**src/rtl/plane_eq_walker.sv**
```systemverilog
// Plane-equation tile walker: evaluates z = c + dzdx*x + dzdy*y per channel
// once per walk, then steps it across a raster of SIZE x SIZE tiles.
module plane_eq_walker #(
  parameter int SIZE  = 2,
  parameter int NATTR = 1,
  parameter int W     = 18,
  parameter int XW    = 16,
  parameter int CW    = 8
) (
  input  logic                        clk,
  input  logic                        rst,
  input  logic                        in_valid,
  output logic                        in_ready,
  input  logic [NATTR*W-1:0]          in_c,
  input  logic [NATTR*W-1:0]          in_dzdx,
  input  logic [NATTR*W-1:0]          in_dzdy,
  input  logic [XW-1:0]               in_x,
  input  logic [XW-1:0]               in_y,
  input  logic [CW-1:0]               in_tiles_x,
  input  logic [CW-1:0]               in_tiles_y,
  output logic                        out_valid,
  input  logic                        out_ready,
  output logic [NATTR*SIZE*SIZE*W-1:0] out_z,
  output logic [XW-1:0]               out_x,
  output logic [XW-1:0]               out_y,
  output logic                        out_last
);

  localparam int AW = W + XW + 3;

  typedef enum logic [1:0] {IDLE, SETUP, WALK} state_t;

  state_t state;

  logic signed [W-1:0]  c_r    [NATTR];
  logic signed [W-1:0]  dzdx_r [NATTR];
  logic signed [W-1:0]  dzdy_r [NATTR];
  logic [XW-1:0]        x0, y0;
  logic [CW-1:0]        tx_max, ty_max, tx, ty;
  logic signed [AW-1:0] zt     [NATTR];
  logic signed [AW-1:0] zrow   [NATTR];

  logic signed [AW-1:0] c_e    [NATTR];
  logic signed [AW-1:0] dx_e   [NATTR];
  logic signed [AW-1:0] dy_e   [NATTR];
  logic signed [AW-1:0] z0     [NATTR];
  logic signed [AW-1:0] znext  [NATTR];
  logic signed [AW-1:0] zsel   [NATTR];
  logic [NATTR*SIZE*SIZE*W-1:0] tile_z;
  logic                 col_wrap, next_last;

  function automatic logic [W-1:0] sat(input logic signed [AW-1:0] v);
    logic signed [AW-1:0] hi, lo;
    hi = $signed({{(AW-W+1){1'b0}}, {(W-1){1'b1}}});
    lo = ~hi;
    if (v > hi)      sat = hi[W-1:0];
    else if (v < lo) sat = lo[W-1:0];
    else             sat = v[W-1:0];
  endfunction

  assign in_ready = (state == IDLE) && !rst;

  always_comb begin
    for (int a = 0; a < NATTR; a++) begin
      c_e[a]  = $signed({{(AW-W){c_r[a][W-1]}}, c_r[a]});
      dx_e[a] = $signed({{(AW-W){dzdx_r[a][W-1]}}, dzdx_r[a]});
      dy_e[a] = $signed({{(AW-W){dzdy_r[a][W-1]}}, dzdy_r[a]});
      z0[a]   = c_e[a] + dx_e[a] * $signed({{(AW-XW){1'b0}}, x0})
                       + dy_e[a] * $signed({{(AW-XW){1'b0}}, y0});
    end
  end

  // Next tile origin: column step from the current tile, row step from row start.
  always_comb begin
    col_wrap = (tx == tx_max);
    if (col_wrap)
      next_last = (tx_max == '0) && ((ty + CW'(1)) == ty_max);
    else
      next_last = ((tx + CW'(1)) == tx_max) && (ty == ty_max);
    for (int a = 0; a < NATTR; a++) begin
      if (col_wrap) znext[a] = zrow[a] + dy_e[a] * AW'(SIZE);
      else          znext[a] = zt[a] + dx_e[a] * AW'(SIZE);
      zsel[a] = out_valid ? znext[a] : zt[a];
    end
  end

  always_comb begin
    tile_z = '0;
    for (int a = 0; a < NATTR; a++)
      for (int j = 0; j < SIZE; j++)
        for (int i = 0; i < SIZE; i++)
          tile_z[((a*SIZE + j)*SIZE + i)*W +: W] =
            sat(zsel[a] + dx_e[a] * AW'(i) + dy_e[a] * AW'(j));
  end

  // Outputs are fully registered, so out_valid never depends on out_ready
  // combinationally and a stalled tile simply holds.
  always_ff @(posedge clk or posedge rst) begin
    if (rst) begin
      state     <= IDLE;
      out_valid <= 1'b0;
      out_last  <= 1'b0;
      out_z     <= '0;
      out_x     <= '0;
      out_y     <= '0;
      x0        <= '0;
      y0        <= '0;
      tx_max    <= '0;
      ty_max    <= '0;
      tx        <= '0;
      ty        <= '0;
      for (int a = 0; a < NATTR; a++) begin
        c_r[a]    <= '0;
        dzdx_r[a] <= '0;
        dzdy_r[a] <= '0;
        zt[a]     <= '0;
        zrow[a]   <= '0;
      end
    end else begin
      case (state)
        IDLE: begin
          if (in_valid) begin
            for (int a = 0; a < NATTR; a++) begin
              c_r[a]    <= in_c[a*W +: W];
              dzdx_r[a] <= in_dzdx[a*W +: W];
              dzdy_r[a] <= in_dzdy[a*W +: W];
            end
            x0     <= in_x;
            y0     <= in_y;
            tx_max <= (in_tiles_x == '0) ? '0 : in_tiles_x - CW'(1);
            ty_max <= (in_tiles_y == '0) ? '0 : in_tiles_y - CW'(1);
            state  <= SETUP;
          end
        end
        SETUP: begin
          for (int a = 0; a < NATTR; a++) begin
            zt[a]   <= z0[a];
            zrow[a] <= z0[a];
          end
          tx    <= '0;
          ty    <= '0;
          state <= WALK;
        end
        WALK: begin
          if (!out_valid) begin
            out_valid <= 1'b1;
            out_z     <= tile_z;
            out_x     <= x0;
            out_y     <= y0;
            out_last  <= (tx_max == '0) && (ty_max == '0);
          end else if (out_ready) begin
            if (out_last) begin
              out_valid <= 1'b0;
              out_last  <= 1'b0;
              state     <= IDLE;
            end else begin
              for (int a = 0; a < NATTR; a++) begin
                zt[a] <= znext[a];
                if (col_wrap) zrow[a] <= znext[a];
              end
              if (col_wrap) begin
                tx    <= '0;
                ty    <= ty + CW'(1);
                out_x <= x0;
                out_y <= out_y + XW'(SIZE);
              end else begin
                tx    <= tx + CW'(1);
                out_x <= out_x + XW'(SIZE);
              end
              out_z    <= tile_z;
              out_last <= next_last;
            end
          end
        end
        default: state <= IDLE;
      endcase
    end
  end

endmodule

```
**config.mk**
```make
export PLATFORM = sky130hd
export DESIGN_NAME = plane_eq_walker
export DESIGN_NICKNAME = d
export VERILOG_FILES = /design/src/rtl/plane_eq_walker.sv
export SDC_FILE = /design/constraint.sdc
export NUM_CORES = 2
export LEC_CHECK = 0
export BUFFER_PORTS_ARGS = -buffer_cell sky130_fd_sc_hd__buf_2
export CAP_MARGIN = 10
export CORE_MARGIN = 5
export CORE_UTILIZATION = 50
export CTS_BUF_LIST = sky130_fd_sc_hd__clkbuf_8
export DETAILED_ROUTE_END_ITERATION = 8
export HOLD_SLACK_MARGIN = 0.05
export PLACE_DENSITY = 0.81
export SETUP_SLACK_MARGIN = 0.02
export SLEW_MARGIN = 20
export SYNTH_ARGS = -nofsm -noshare
export SYNTH_HDL_FRONTEND = slang
export SYNTH_SLANG_ARGS = --single-unit
```
**constraint.sdc**
```tcl
create_clock -name clk -period 8.5 [get_ports clk]
set_input_delay 0.85 -clock clk [delete_from_list [all_inputs] [get_ports clk]]
set_output_delay 0.85 -clock clk [all_outputs]
set_load 0.005 [all_outputs]
```
==> metrics.md <==
| Metric | Value |
|---|---|
| Initial Utilization | 50.50% |
| DP Area | 0.05140 mm2 |
| Crit path max-delay cell type | dfrtp_1 |
| Count of buffers from port buffering | 212 |
| Vias in the first global route | 43442 |
| Outcome | completed |
| IO Pins | 213 |
| Root Buffer | clkbuf_8 |
| Yosys top cell by area | fa_1 |
| Final core occ | 55.59% |
| Commonest cells post-synth | 862 x nand2_1, 779 x inv_1, 691 x fa_1 |
| Worst setup EP type | flip-flop |
| Most numerous cell in the Yosys netlist | nand2_1 |
| Synth top area cells | fa_1 29%, dfrtp_1 16%, ha_1 8.8% |
| Crit path max fanout | 17 |
| Max-Cap Viols | 0 |
| Reg-to-reg startpoint | dzdy_r[6] |
| Synth Area in Compound Gates | 14.42% |
| Xor and xnor area share after synthesis | 3.950% |
| Clock-pin slew on the worst setup and hold paths | 0.07 ns |
| Core box area | 0.09515 mm2 |
| Post-DRT Antenna Nets | 0 |
| R2R cell count | 27 |
| Post-DP HPWL | 127900 um |
| CTS tree | yes |
| Yosys warns | 0 |
| Total negative slack | 0 ns |
| Reg-to-Reg End | zrow[33] |
| CP max stage delay | 0.61 ns |
| Initial antenna violation count | 7 |
| Synthesized flop and latch total | 300 |
| CP Data Arrival Time | 8.69 ns |
| Synthesized area | 0.04806 mm2 |
| Total grt overflow | 0 |
| WP data required | 9.02 ns |
| Largest net degree at the start of global routing | 143 |
| GPL Wtd Cong | 0.9989 |
| Wire per inst | 21.89 um |
| Prevailing post-synth register cell | dfrtp_1 |
| Largest family of logic cells by synthesized area | adder cells |
| Ys async rst share | 100.0% |
| Critical Path Start Type | flip-flop |
| P&R area growth vs syn | 10.08% |
| Post-synthesis sequential area ratio | 15.62% |
| Crit path launch | dzdy_r[6] |
| Post-Syn Area per Cell | 8.410 um2 |
| First-pass DRT Iterations | 6 |
| Post-route DRC | 0 |
| Post-synth cell types | 94 |
| Synth Net Count | 6849 |
| Layout Skew | 0.05519 ns |
| DR iter-0 viols | 4393 |
| CP endpoint | zrow[33] |
| Global-route wire length before repair | 246400 um |
| Hold_buf cts | 0 |
| Most frequent CP cell | fa_1 |
| Gr usage total | 30.46% |
| Share of the synthesized area in the top cell type | 28.79% |
| DIE HEIGHT | 320.0 um |
| Number of vias per cell | 5.949 |
| Worst R2R Setup Slack | 0.34 ns |
| Clock latency on the worst-skew pair | 0.72 ns |
| Clock tree buffer depth | 3 |
| Clock sink count | 300 |
| Routed via count | 43029 |
| Post-synth EDFFs | 0 |
| Die width | 320.0 um |
| Worst slew pin tran | 1.051 ns |
| Simple-gate share of the synthesized area | 18.92% |
| Max Slew Vio Count | 0 |
| Cells after Synth | 5714 |
| Fmax | 122.5 MHz |
| Clock buffer count from CTS | 55 |
| Critical path class | flip-flop to flip-flop |
| Synth Area in Adders | 37.59% |
| HP Class | input pin to async pin |
| Final min period | 8.161 ns |
| CTS H-tree lvls | 2 |
| Routed wire length | 158400 um |
| Die area | 0.1024 mm2 |
| Final hold vios | 0 |
| Rel. slew slack | 29.76% |
| Proportion of synthesized area in mux cells | 1.195% |
| Final setup viols | 0 |
| Share of layout cells above drive strength 1 | 11.01% |
| Fin area | 0.05290 mm2 |
| Final net count | 7061 |
| Period utilisation layout | 96.01% |
| # rows | 113 |
## area by class of cell
cell class	count	area, um2
Fill cell	8486	42250
Multi-Input combinational cell	4356	36770
Sequential cell	300	7550
Inverter	780	2934
Timing Repair Buffer	433	2808
Tap cell	1265	1583
Clock buffer	70	963.4
Clock inverter	27	289.0
Antenna cell	2	5.005
## worst min path at each step
stage                 end  cells after the start
2_1_floorplan    zrow[11]                      2
3_3_place_gp    out_z[71]                      1
3_5_place_dp     out_x[0]                      2
4_1_cts          zrow[32]                      2
5_1_grt        dzdx_r[16]                      3
6_report         zrow[32]                      2
## layer usage
layer / part of all wire, % / routed length, um / GRT usage (%)
met4: 5.1 / 8016 / 12.32
met5: 0.040 / 64 / 0
met1: 39 / 62190 / 40.48
met3: 11 / 16920 / 7.904
met2: 45 / 71170 / 47.93
## critical path: cells and delay by family, from the launching register on
family,cells,cell delay [ns]
fa+ha+maj,9,4.36
flops,1,0.61
buf+inv,5,0.60
simple gates,1,0.10
xor+xnor,1,0.14
compound gates,11,2.14
## cell usage in the layout, fill, tap and decap left out, types with 37 or more instances in the layout
cell type,n
a31oi_1,37
nor2_1,357
a21oi_1,292
nand2b_1,38
buf_4,214
nor2b_1,41
and3_1,48
dfrtp_1,274
clkbuf_8,70
a21o_1,85
nand3_1,77
o21ai_0,308
inv_1,786
fa_1,691
xnor2_1,141
buf_2,212
xor2_1,73
ha_1,335
nor3_1,74
and2_1,268
nand4_1,50
nand2_1,859
o211ai_1,40
## per-stage QoR
stage	cells	setup slack, ns	hold WS, ns
2_1_floorplan	5714	0.3870	0.4428
3_3_place_gp	7130	0.2375	0.4618
3_5_place_dp	7130	0.05399	0.4659
4_1_cts	7227	0.02137	0.2762
5_1_grt	7231	-0.02939	0.3275
6_report	7233	0.3390	0.2998
## cell families (layout without fill, tap and decap cells)
logic type,count (synthesis),count (layout)
AOI/OAI and AO/OA,1107,1107
xor gates and xnor gates,215,215
adders and majority gates,1029,1029
buffers and inverters,1058,1310
DFF,300,300
muxes,54,54
other,0,2
and+or+nand+nor,1951,1951
## registers in the layout (all words and copies together) (netlist names), 16 cells and up
signal	count
zt	37
y0	16
c_r	18
dzdy_r	18
out_z	72
out_y	16
zrow	37
out_x	16
x0	16
dzdx_r	18
## repair_timing
| action | CTS | global route |
|---|---|---|
| setup endpoints to repair | 3 | 44 |
| gates cloned | 0 | 0 |
| pin swaps | 0 | 10 |
| buffers inserted | 0 | 4 |
| resized for setup | 3 | 69 |
Power is left out: the tool's default activity adds up to more than one toggle a clock period on the data nets, which glitch-free logic cannot reach.
